`config.mk`:
```
export PLATFORM = sky130hd
export DESIGN_NAME = crc_stream_engine
export DESIGN_NICKNAME = d
export VERILOG_FILES = /design/src/rtl/crc_stream_engine.sv
export SDC_FILE = /design/constraint.sdc
export NUM_CORES = 1
export LEC_CHECK = 0
export CORE_UTILIZATION = 52
export CTS_CLUSTER_SIZE = 8
export DETAILED_ROUTE_END_ITERATION = 10
export PLACE_DENSITY = 0.82
export SYNTH_ARGS = -nofsm -noshare
export SYNTH_HDL_FRONTEND = slang
export SYNTH_SLANG_ARGS = --single-unit
```
`constraint.sdc`:
```
create_clock -name clk -period 2.9 [get_ports clk]
set_clock_uncertainty 0.15 [all_clocks]
set_input_delay 0.725 -clock clk [delete_from_list [all_inputs] [get_ports clk]]
set_output_delay 0.725 -clock clk [all_outputs]
set_load 0.005 [all_outputs]
```
`src/rtl/crc_stream_engine.sv`:
```
// Streaming CRC generator/checker: byte-serial unrolled LFSR over DATA_W/8 lanes per beat,
// framed with sop/eop, partial last beat, registered CRC and residue check with valid/ready.
module crc_stream_engine #(
  parameter int unsigned       CRC_W   = 16,
  parameter int unsigned       DATA_W  = 8,
  parameter logic [CRC_W-1:0]  POLY    = 16'h8005,
  parameter logic [CRC_W-1:0]  INIT    = 16'hFFFF,
  parameter bit                REFIN   = 1'b1,
  parameter bit                REFOUT  = 1'b1,
  parameter logic [CRC_W-1:0]  XOR_OUT = 16'hFFFF,
  parameter logic [CRC_W-1:0]  RESIDUE = 16'h800D
) (
  input  logic                        clk,
  input  logic                        rst,
  input  logic                        in_valid,
  output logic                        in_ready,
  input  logic [DATA_W-1:0]           in_data,
  input  logic                        in_sop,
  input  logic                        in_eop,
  input  logic [$clog2(DATA_W/8):0]   in_bytes,
  output logic                        crc_valid,
  input  logic                        crc_ready,
  output logic [CRC_W-1:0]            crc_out,
  output logic                        crc_ok
);

  localparam int unsigned NB = DATA_W / 8;

  typedef enum logic [1:0] {
    IDLE = 2'd0,
    RUN  = 2'd1,
    HOLD = 2'd2
  } state_t;

  function automatic logic [7:0] rev8(input logic [7:0] b);
    logic [7:0] r;
    for (int i = 0; i < 8; i++) r[i] = b[7-i];
    return r;
  endfunction

  function automatic logic [CRC_W-1:0] rev_crc(input logic [CRC_W-1:0] c);
    logic [CRC_W-1:0] r;
    for (int i = 0; i < int'(CRC_W); i++) r[i] = c[int'(CRC_W)-1-i];
    return r;
  endfunction

  // One byte through the MSB-first LFSR; reflected-input CRCs feed the byte LSB first.
  function automatic logic [CRC_W-1:0] crc_byte(input logic [CRC_W-1:0] c, input logic [7:0] d);
    logic [7:0]       b;
    logic [CRC_W-1:0] r;
    logic             fb;
    b = REFIN ? rev8(d) : d;
    r = c;
    for (int i = 7; i >= 0; i--) begin
      fb = r[CRC_W-1] ^ b[i];
      r  = {r[CRC_W-2:0], 1'b0};
      if (fb) r = r ^ POLY;
    end
    return r;
  endfunction

  // Lanes at or beyond nbytes pass the register through untouched.
  function automatic logic [CRC_W-1:0] crc_beat(input logic [CRC_W-1:0] seed,
                                                input logic [DATA_W-1:0] data,
                                                input int unsigned nbytes);
    logic [CRC_W-1:0] r;
    r = seed;
    for (int unsigned k = 0; k < NB; k++) begin
      if (k < nbytes) r = crc_byte(r, data[8*k +: 8]);
    end
    return r;
  endfunction

  state_t           state_q, state_d;
  logic [CRC_W-1:0] crc_q, crc_d;
  logic [CRC_W-1:0] crc_out_q, crc_out_d;
  logic             crc_ok_q, crc_ok_d;
  logic             crc_valid_q, crc_valid_d;

  logic             accept_c;
  logic             pop_c;
  int unsigned      nb_lanes_c;
  logic [CRC_W-1:0] seed_c;
  logic [CRC_W-1:0] beat_crc_c;

  assign in_ready = rst || (state_q != HOLD) || crc_ready;
  assign accept_c = in_valid && in_ready;
  assign pop_c    = crc_valid_q && crc_ready;

  // Lanes consumed this beat: all of them unless eop narrows it; 0 means a full beat.
  always_comb begin
    nb_lanes_c = NB;
    if (in_eop && (in_bytes != '0) && (32'(in_bytes) < NB)) nb_lanes_c = 32'(in_bytes);
  end

  // Anything but a continuing RUN frame starts from INIT.
  assign seed_c     = (in_sop || (state_q != RUN)) ? INIT : crc_q;
  assign beat_crc_c = crc_beat(seed_c, in_data, nb_lanes_c);

  always_comb begin
    state_d   = state_q;
    crc_d     = crc_q;
    crc_out_d = crc_out_q;
    crc_ok_d  = crc_ok_q;

    if (pop_c) state_d = IDLE;

    if (accept_c) begin
      if (in_eop) begin
        state_d   = HOLD;
        crc_d     = INIT;
        crc_out_d = (REFOUT ? rev_crc(beat_crc_c) : beat_crc_c) ^ XOR_OUT;
        crc_ok_d  = (beat_crc_c == RESIDUE);
      end else begin
        state_d = RUN;
        crc_d   = beat_crc_c;
      end
    end

    crc_valid_d = (state_d == HOLD);
  end

  always_ff @(posedge clk) begin
    if (rst) begin
      state_q     <= IDLE;
      crc_q       <= INIT;
      crc_out_q   <= '0;
      crc_ok_q    <= 1'b0;
      crc_valid_q <= 1'b0;
    end else begin
      state_q     <= state_d;
      crc_q       <= crc_d;
      crc_out_q   <= crc_out_d;
      crc_ok_q    <= crc_ok_d;
      crc_valid_q <= crc_valid_d;
    end
  end

  assign crc_valid = crc_valid_q;
  assign crc_out   = crc_out_q;
  assign crc_ok    = crc_ok_q;

endmodule

```
### Yosys cells after proc, flatten, opt, wreduce, memory -nomap -nowiden

Cells that the tools add are included.

| operators by class | value |
|---|---|
| magnitude comparators | 2 |
| equality and inequality tests | 4 |
| mux-type cells | 22 |
| bitwise operators | 17 |
| reductions and logical operators | 8 |

Operators with widths:

| operator | number |
|---|---|
| 2-to-1 mux 16 bit | 18 |
| NOT 3 bit | 8 |
| equality test 16 bit (second input constant) | 1 |
| NOT 16 bit | 1 |
| bitwise XOR 1 bit | 8 |
| 2-to-1 mux 2 bit | 3 |
| logical AND 1 bit | 4 |
| logical OR 1 bit | 3 |
| equality test 2 bit (second input constant) | 1 |
| != test 2 x 1 -> 1 bit (second input constant) | 1 |
| != test 2 bit (second input constant) | 1 |
| AND reduction 2 bit | 1 |
| less-than comparator 1 bit (first input constant) | 1 |
| less-than comparator 1 bit (second input constant) | 1 |
| 2-to-1 mux 1 bit | 1 |

| word-level totals | value |
|---|---|
| bits in registers | 36 |
| input port bits | 15 |
| output and inout bits | 19 |
| logic and storage cells | 58 |

### Logic depth before layout (Yosys ltp)

Gate-level depths: netlist of run 1.

| depth | value |
|---|---|
| depth after elaboration | 28 |
| gate-level depth with buffers | 8 |
| mapped depth without buffers | 6 |

### Worst setup path before layout of run 1

Ideal clock, no wire load.

| path | value |
|---|---|
| kind | input to register |
| start | input port in_sop |
| end | register crc_q[15] |
| data arrival time | 2.269 ns |
| data required time | 2.628 ns |
| setup slack | 0.359 ns |
| stages on the path | 6 |
| path buffers | 0 |
| path through | nor4b_4 > xnor2_4 > xnor3_2 > xnor3_2 > xnor2_2 > o32a_1 |

| on the way | value |
|---|---|
| word-level cells in the longest chain between the ends | 27 |
| elaborated cells on any way between the ends | 35 |

Ends and longest elaborated chain:

| element | line | source |
|---|---|---|
| start, declared | 18 | `input logic in_sop,` |
| logical OR 1 bit * | 97 | `assign seed_c = (in_sop \|\| (state_q != RUN)) ? INIT : crc_q;` |
| 2-to-1 mux 16 bit * | 97 |  |
| bitwise XOR 1 bit or NOT 3 bit (tied branches) | n/a |  |
| 2-to-1 mux 16 bit | 57 | `if (fb) r = r ^ POLY;` |
| 2-to-1 mux 16 bit | 69 | `if (k < nbytes) r = crc_byte(r, data[8*k +: 8]);` |
| bitwise XOR 1 bit | 55 | `fb = r[CRC_W-1] ^ b[i];` |
| 2-to-1 mux 16 bit | 57 |  |
| 2-to-1 mux 16 bit | 69 |  |
| (+11 left out) | n/a |  |
| 2-to-1 mux 16 bit | 69 |  |
| bitwise XOR 1 bit | 55 |  |
| 2-to-1 mux 16 bit | 57 |  |
| 2-to-1 mux 16 bit | 69 |  |
| bitwise XOR 1 bit | 55 |  |
| 2-to-1 mux 16 bit | 57 |  |
| 2-to-1 mux 16 bit * | 69 |  |
| 2-to-1 mux 16 bit * | 109 | `if (in_eop) begin` |
| end signal, assigned | 132 | `crc_q <= crc_d;` |
| end, declared | 75 | `logic [CRC_W-1:0] crc_q, crc_d;` |

Mark *: on every way between the ends. The rest lies on a longest branch, timed or not. The select of a mux whose other input is x is not followed.
A chain may end at the register's enable or synchronous reset.

### Worst setup path after layout of run 1

| path | value |
|---|---|
| start | input port crc_ready |
| end | output port in_ready |

| on the way | value |
|---|---|
| word-level cells in the longest chain between the ends | 1 |

Ends and longest elaborated chain:

| element | line | source |
|---|---|---|
| start, declared | 22 | `input logic crc_ready,` |
| logical OR 1 bit | 86 | `assign in_ready = rst \|\| (state_q != HOLD) \|\| crc_ready;` |
| end, declared | 16 | `output logic in_ready,` |

No other way between the ends.

==> flow_summary.json, run 1 <==
{
  "post-route-drc-count": 0,
  "rrSetupSlack_ns": 0.59,
  "period_minus_slack_ns": 2.83,
  "avgRoutedWirePerCell_um": 15.4,
  "grt_pass1_wl_um": 8220,
  "maxSlewHeadroom_pct": 55.9,
  "rows": 21,
  "antenna_found_initial": 0,
  "nNetsFinal": 277,
  "synth_cells": 212,
  "ys.flop_type": "dfxtp_1",
  "status": "completed",
  "post-route-util_pct": 74.6,
  "hold_viol_final": 0,
  "power.density_nw_per_um2": 494,
  "wl_met1_um": 2010,
  "tightest_slew_ns": 0.661,
  "cts_inserted_buffers": 5,
  "fmaxAchievable_ghz": 0.354,
  "drt-initial-drc-count": 156,
  "crit_type": "input port to output pin",
  "cpMaxStageDelayCell": "or4b_1",
  "clock-sinks": 36,
  "start_util_pct": 56.7,
  "synth_cell_type_count": 44,
  "grt_usage_pct": 26.8,
  "critical_path_arrival_ns": 1.95,
  "postRouteAntennaNets": 0,
  "ys_async_sr_fraction_pct": 0,
  "grt-ovfl-total": 0,
  "clkTransAtPathRegs_ns": 0.07,
  "yosysTopAreaCell": "dfxtp_1",
  "syn_nets": 227,
  "worstSetupEndpointType": "output pin",
  "synth_area_per_cell_um2": 9.27,
  "ys_seq_elements": 36,
  "crit_path_cell_trace": "clkdlybuf4s50_1 -> or4b_1 -> dlygate4sd2_1",
  "slew_violations": 0,
  "routed.top_layer": "met4",
  "via_count": 1743,
  "final.fill_count": 253,
  "grt_max_degree": 39,
  "drive_above_1_share_pct": 18.3,
  "synth_top_area_share_pct": 36.7,
  "synth_seq_area_share_pct": 36.7,
  "setup_slack_ns": 0.0730,
  "dr_wl_met2_um": 2420,
  "critical_path_required_ns": 2.03,
  "vdd_drop_max_mv": 0.352,
  "total_leakage_power_uw": 0.000932,
  "routabilityCongestion": 0.886,
  "viasPerCell": 5.64,
  "whs_ns": 0.345,
  "crit_path_max_fanout": 2,
  "synthTopCellsByCount": "dfxtp_1, nor2_1, xnor2_1",
  "grt_setup_unrepaired": "no",
  "area_growth_pct": 31.6,
  "holdCritPathClass": "flop to flop",
  "synth_edf_count": 0,
  "synthMostInstantiatedCell": "dfxtp_1",
  "clock-root-buffer": "clkbuf_8",
  "die_x_um": 63.5,
  "ys.warnings.count": 0,
  "syn_area_um2": 1970,
  "finish.instance_area_um2": 2590,
  "firstDrtPassIters": 4,
  "dpl.hpwl_um": 3430,
  "dieArea_um2": 4030,
  "startpoint_type": "input port",
  "cp_slowest_stage_delay_ns": 0.53,
  "die_h_um": 63.5,
  "postRouteWirelength_um": 4760,
  "setup_viol": 0,
  "grt_pass1_vias": 1682,
  "cap_violations": 0,
  "yosys-top-cells-area": "dfxtp_1, xnor2_1, nand2b_1",
  "worstSkewPairLatency_ns": 0.29,
  "core-area_um2": 3470,
  "cts.htree.levels": 2,
  "tritoncts": "done",
  "pre_cts_slack_ns": -0.214,
  "io_buffers": 32,
  "fin_crit_sh_pct": 97.5,
  "clock_path_buffers": 2,
  "diodes": 0,
  "wl_met3_um": 191,
  "postCtsSetupRepairBufs": 0,
  "dpl_cell_area_um2": 2480,
  "p_total_uw": 1280,
  "ios": 34
}
[layer usage]
metal  vias up  GRT usage [%]
met5         -              0
met4         0           11.1
met3        14           6.34
met2        46           44.9
met1       836           32.5
li1        847              -
[what timing repair did]
item / CTS / global route
hold buffers: 0 / 0
gates resized for setup: 1 / 0
setup endpoints to repair: 1 / 0
[metrics by stage]
step	setup TNS, ns	std cells
after floorplan	0	212
after global placement	-1.01	301
after detailed placement	-1.27	301
after CTS	0	309
after global routing	0	309
final	0	309
[registers in the layout (all words and copies together), names as in the netlist]
register	count
crc_out	16
crc_q	16
state_q	2
crc_ok	1
crc_valid	1
[worst paths after layout]
path / from / end / depth (start not counted)
max: crc_ready / in_ready / 3
min: crc_out[2] / crc_out[2] / 2
max reg2reg: state_q[1] / crc_q[15] / 7
min reg2reg: crc_out[2] / crc_out[2] / 2
[kinds of logic after synthesis]
| family | count (synthesis) | synth area share, % |
|---|---|---|
| AO/OA/AOI/OAI | 43 | 14.5 |
| multiplexers | 2 | 1.08 |
| XOR/XNOR | 38 | 21.6 |
| buffers and inverters | 15 | 3.12 |
| flip-flops | 36 | 36.7 |
| AND/OR/NAND/NOR | 78 | 23.0 |
[placed cells by master, fill, tap and decap left out, types with 2 or more instances in the layout]
master,count
dfxtp_1,36
nand2_1,9
o21ai_0,5
nand3_1,3
xor2_1,8
clkdlybuf4s50_1,31
nor4_1,2
a21oi_1,8
xnor2_1,22
clkbuf_8,5
xnor2_2,2
nor2_1,25
nand2b_1,16
xnor3_2,2
o32a_1,2
nor3b_1,2
nor4b_4,2
xor2_2,2
o22ai_1,14
or3_1,3
nor3_1,5
a211oi_1,8
buf_4,26
[critical path, delay by kind of cell]
kind                   cells  cell delay (ns)
AND/OR/NAND/NOR            1             0.53
buffers and inverters      2             0.70
[power by group]
group	total, uW	switching [uW]	internal [uW]	leakage, uW
clock network	438	184	254	0.0000541
logic	294	132	162	0.000583
registers	545	26.7	518	0.000294
total	1280	343	934	0.000932
[area by class of cell]
type | count | area (um^2) | share of cell area, %
multi-input cells | 161 | 1180 | 45.7
well taps | 46 | 57.6 | 2.22
clock inverters | 3 | 42.5 | 1.64
clock buffers | 5 | 68.8 | 2.66
flip-flops and latches | 36 | 721 | 27.9
repair buffers | 58 | 514 | 19.9
Note: power is estimated with default switching activity, not from simulation.
==> inputs of run 2 (changes only) <==
--- a/config.mk
+++ b/config.mk
@@ -5,10 +5,11 @@
 export SDC_FILE = /design/constraint.sdc
 export NUM_CORES = 1
 export LEC_CHECK = 0
-export CORE_UTILIZATION = 52
+export CORE_UTILIZATION = 40
 export CTS_CLUSTER_SIZE = 8
 export DETAILED_ROUTE_END_ITERATION = 10
-export PLACE_DENSITY = 0.82
+export GPL_TIMING_DRIVEN = 0
+export PLACE_DENSITY = 0.66
 export SYNTH_ARGS = -nofsm -noshare
 export SYNTH_HDL_FRONTEND = slang
 export SYNTH_SLANG_ARGS = --single-unit
==> flow_summary.json, run 2 (same netlist as run 1, synthesis figures left out) <==
{
  "status": "completed",
  "routabilityCongestion": 0.865,
  "die_h_um": 72.1,
  "clock_path_buffers": 2,
  "drt-initial-drc-count": 94,
  "critical_path_required_ns": 2.03,
  "cap_violations": 0,
  "total_leakage_power_uw": 0.000834,
  "dieArea_um2": 5200,
  "nNetsFinal": 264,
  "fin_crit_sh_pct": 97.5,
  "maxSlewHeadroom_pct": 64.6,
  "clock-root-buffer": "clkbuf_8",
  "io_buffers": 31,
  "power.density_nw_per_um2": 473,
  "vdd_drop_max_mv": 0.257,
  "rrSetupSlack_ns": 0.44,
  "grt_setup_unrepaired": "no",
  "p_total_uw": 1180,
  "crit_type": "input port to output pin",
  "diodes": 0,
  "finish.instance_area_um2": 2490,
  "grt_usage_pct": 19.8,
  "core-area_um2": 4720,
  "rr_worst_depth": 7,
  "grt_pass1_wl_um": 7890,
  "worstReg2RegStart": "state_q[1]",
  "post-route-util_pct": 52.8,
  "viasPerCell": 5.02,
  "post-route-drc-count": 0,
  "mostFrequentLayoutCells": "dfxtp_1, clkdlybuf4s50_1, nor2_1",
  "grt-ovfl-total": 0,
  "drive_above_1_share_pct": 12.0,
  "tns_ns": 0,
  "ios": 34,
  "rr_endpoint": "crc_ok",
  "dpl.hpwl_um": 3420,
  "tritoncts": "done",
  "path_delay_family": "buffers and inverters",
  "grt_pass1_vias": 1560,
  "rows": 25,
  "avgRoutedWirePerCell_um": 14.4,
  "cp_slowest_stage_delay_ns": 0.53,
  "postCtsSetupRepairBufs": 0,
  "clkTransAtPathRegs_ns": 0.07,
  "fmaxAchievable_ghz": 0.354,
  "crit_path_max_fanout": 4,
  "via_count": 1592,
  "startpoint_type": "input port",
  "slew_violations": 0,
  "worstSkewPairLatency_ns": 0.29,
  "dpl_cell_area_um2": 2360,
  "postRouteAntennaNets": 0,
  "area_growth_pct": 26.8,
  "grt_max_degree": 12,
  "path_depth": 3,
  "antenna_found_initial": 0,
  "crit_path_cell_trace": "clkdlybuf4s50_1 -> or4b_4 -> dlygate4sd2_1",
  "holdCritPathClass": "flop to flop",
  "tightest_slew_ns": 0.531,
  "critical_path_buf_inv_count": 2,
  "worstSetupEndpointType": "output pin",
  "startpoint": "crc_ready",
  "period_minus_slack_ns": 2.83,
  "die_x_um": 72.1,
  "worstSetupEndpoint": "in_ready",
  "cts.htree.levels": 2,
  "firstDrtPassIters": 6,
  "setup_viol": 0,
  "cpMaxStageDelayCell": "or4b_4",
  "hold_viol_final": 0,
  "cts_inserted_buffers": 5,
  "start_util_pct": 41.6,
  "postRouteWirelength_um": 4550,
  "critical_path_arrival_ns": 1.95,
  "clock-sinks": 36,
  "final_common_cell": "dfxtp_1"
}
[run 2: cell count changes in the layout (fill, tap and decap cells not counted), sizes merged]
cell / before / now
clkinvlp: 1 / 0
buf: 26 / 5
bufinv: 1 / 0
clkinv: 1 / 2
clkdlybuf4s50: 31 / 28
clkbuf: 5 / 15
dlygate4sd2: 1 / 3
[run 2: worst min-delay path, delay by kind of cell, from the launching register on]
| family | cells | cell delay [ns] |
|---|---|---|
| flops | 1 | 0.33 |
| simple gates | 1 | 0.07 |
| compound gates | 1 | 0.06 |
[run 2: how the worst min path moves through the flow]
stage                 end  cells after the start  slack [ns]       start
2_1_floorplan   crc_q[13]                      2        0.31    crc_q[5]
3_3_place_gp   crc_out[2]                      2        0.32  crc_out[2]
3_5_place_dp   crc_out[2]                      2        0.33  crc_out[2]
4_1_cts        crc_out[1]                      2        0.34  crc_out[1]
5_1_grt        crc_out[1]                      2        0.38  crc_out[1]
6_report       crc_out[6]                      2        0.34  crc_out[6]
[run 2: what timing repair did]
| action | in CTS | in global routing |
|---|---|---|
| gates resized for setup | 7 | 3 |
| hold buffers | 0 | 0 |
| setup endpoints to repair | 10 | 5 |
| cloned | 0 | 0 |
| pin swaps | 1 | 3 |
[run 2: area by class of cell]
type,instances,area (um^2)
fill,452,2230
multi-input combinational,161,1230
sequential,36,721
timing repair buffer,31,307
tap,67,83.8
clock buffer,6,82.6
buffer,14,57.6
clock inverter,2,10.0
[run 2: layer usage]
| layer | share of wire (%) | vias up | track usage, % |
|---|---|---|---|
| met2 | 46 | 33 | 30.5 |
| met5 | 0 | - | 0 |
| met4 | 1.7 | 0 | 5.88 |
| met1 | 49 | 729 | 28.2 |
| li1 | - | 820 | - |
| met3 | 3.4 | 10 | 3.75 |
[run 2: per-stage QoR]
step	std cells	setup WS (ns)	hold slack (ns)
finish	317	0.0720	0.340
global route	317	0.00787	0.385
CTS	318	0.00817	0.345
detailed placement	310	-0.734	0.329
global placement	310	-0.696	0.325
floorplan	212	0.359	0.310
[run 2: power breakdown]
| group | switching [uW] | internal, uW |
|---|---|---|
| sequential | 18.5 | 518 |
| clock | 174 | 189 |
| combinational | 139 | 141 |
==> inputs of run 3 (changes only) <==
--- a/config.mk
+++ b/config.mk
@@ -9,7 +9,6 @@
 export CTS_CLUSTER_SIZE = 8
 export DETAILED_ROUTE_END_ITERATION = 10
 export GPL_TIMING_DRIVEN = 0
-export PLACE_DENSITY = 0.66
 export SYNTH_ARGS = -nofsm -noshare
 export SYNTH_HDL_FRONTEND = slang
 export SYNTH_SLANG_ARGS = --single-unit
==> flow_summary.json, run 3 (same netlist as run 1, synthesis figures left out) <==
{
  "period_minus_slack_ns": 2.87,
  "holdCritPathClass": "flop to flop",
  "clock_path_buffers": 2,
  "viasPerCell": 5.11,
  "firstDrtPassIters": 4,
  "drive_above_1_share_pct": 11.6,
  "grt-ovfl-total": 0,
  "clock-root-buffer": "clkbuf_8",
  "dr_wl_met2_um": 2090,
  "postRouteAntennaNets": 0,
  "cp_slowest_stage_delay_ns": 0.52,
  "io_buffers": 31,
  "start_util_pct": 41.6,
  "hold_viol_final": 0,
  "grt_max_degree": 13,
  "cts_hold_buf": 0,
  "wl_met1_um": 2240,
  "path_delay_family": "buffers and inverters",
  "post-route-drc-count": 0,
  "ios": 34,
  "critical_path_buf_inv_count": 2,
  "clkTransAtPathRegs_ns": 0.07,
  "post-route-util_pct": 52.6,
  "fmaxAchievable_ghz": 0.348,
  "drt-initial-drc-count": 86,
  "grt_usage_pct": 20.3,
  "fin_crit_sh_pct": 99.0,
  "rows": 25,
  "dieArea_um2": 5200,
  "diodes": 0,
  "grt_setup_unrepaired": "no",
  "maxSlewHeadroom_pct": 66.0,
  "wl_met3_um": 248,
  "grt_pass1_wl_um": 7880,
  "critical_path_required_ns": 2.03,
  "startpoint_type": "input port",
  "routabilityCongestion": 0.845,
  "crit_type": "input port to output pin",
  "cts_inserted_buffers": 5,
  "tritoncts": "done",
  "dpl.hpwl_um": 3400,
  "via_count": 1616,
  "avgRoutedWirePerCell_um": 14.6,
  "routed.top_layer": "met4",
  "tns_ns": 0,
  "slew_violations": 0,
  "setup_viol": 0,
  "postRouteWirelength_um": 4630,
  "antenna_found_initial": 0,
  "worstSkewPairLatency_ns": 0.29,
  "cpMaxStageDelayCell": "or4b_4",
  "worstSetupEndpointType": "output pin",
  "clock-sinks": 36,
  "die_x_um": 72.1,
  "postCtsSetupRepairBufs": 0,
  "vdd_drop_max_mv": 0.285,
  "area_growth_pct": 26.4,
  "die_h_um": 72.1,
  "cap_violations": 0,
  "crit_path_cell_trace": "clkdlybuf4s50_1 -> or4b_4 -> dlygate4sd2_1",
  "status": "completed",
  "final_common_cell": "dfxtp_1",
  "crit_path_max_fanout": 4,
  "cts.htree.levels": 2,
  "mostFrequentLayoutCells": "dfxtp_1, clkdlybuf4s50_1, nor2_1",
  "total_leakage_power_uw": 0.000846,
  "core-area_um2": 4720,
  "grt_pass1_vias": 1505,
  "critical_path_arrival_ns": 2.00,
  "power.density_nw_per_um2": 505,
  "tightest_slew_ns": 0.508,
  "whs_ns": 0.336,
  "nNetsFinal": 263
}
==> run 3: changes by cell type in the layout (fill, tap and decap cells not counted), sizes merged <==
cell          delta
clkbuf           -2
clkinvlp         +1
dlymetal6s2s     +1
bufinv           +1
clkinv           -1
dlygate4sd2      -1
==> run 3: layout make-up <==
type,instances,area (um^2)
clock buffers,5,68.8
flip-flops and latches,36,721
clock inverters,3,42.5
well taps,67,83.8
multi-input cells,161,1200
plain buffers,13,55.1
fillers,473,2240
repair buffers,31,310
==> run 3: power breakdown <==
group | switching (uW) | internal [uW] | total (uW)
clock network | 187 | 254 | 441
registers | 18.6 | 518 | 537
logic | 137 | 140 | 277
==> run 3: timing repair <==
item	CTS	global route
gates resized for setup	4	4
pin swaps	0	2
endpoints found under the hold margin	0	0
setup endpoints to repair	8	5
gates cloned	0	0
==> run 3: per-layer routing <==
layer  track usage [%]  vias to the layer above
li1                  -                      818
met1              27.8                      746
met2              31.2                       47
met3              6.11                        5
met4              5.23                        0
met5                 0                        -
==> run 3: final timing paths <==
kind | from | end | slack, ns | depth (start not counted)
worst max-delay path | rst | in_ready | 0.03 | 3
worst min register to register | crc_out[3] | crc_out[3] | 0.34 | 2
worst min-delay path | crc_out[3] | crc_out[3] | 0.34 | 2
worst max register to register | state_q[1] | crc_out[0] | 0.41 | 6
==> run 3: per-stage QoR <==
step                instance area [um^2]  setup slack, ns  power (uW)  std cells
floorplan                           1970            0.359         723        212
finish                              2480           0.0289        1260        316
global route                        2480          0.00801        1320        316
global placement                    2360           -0.663         817        310
detailed placement                  2360           -0.696         816        310
CTS                                 2480           0.0363        1260        318
==> run 3: worst register-to-register path: stages (launching register included) <==
cell	delay [ns]
dfxtp_1	0.43
nor4b_4	0.49
xnor2_4	0.22
xnor3_2	0.41
xnor3_2	0.33
xnor2_4	0.18
a211oi_2	0.22
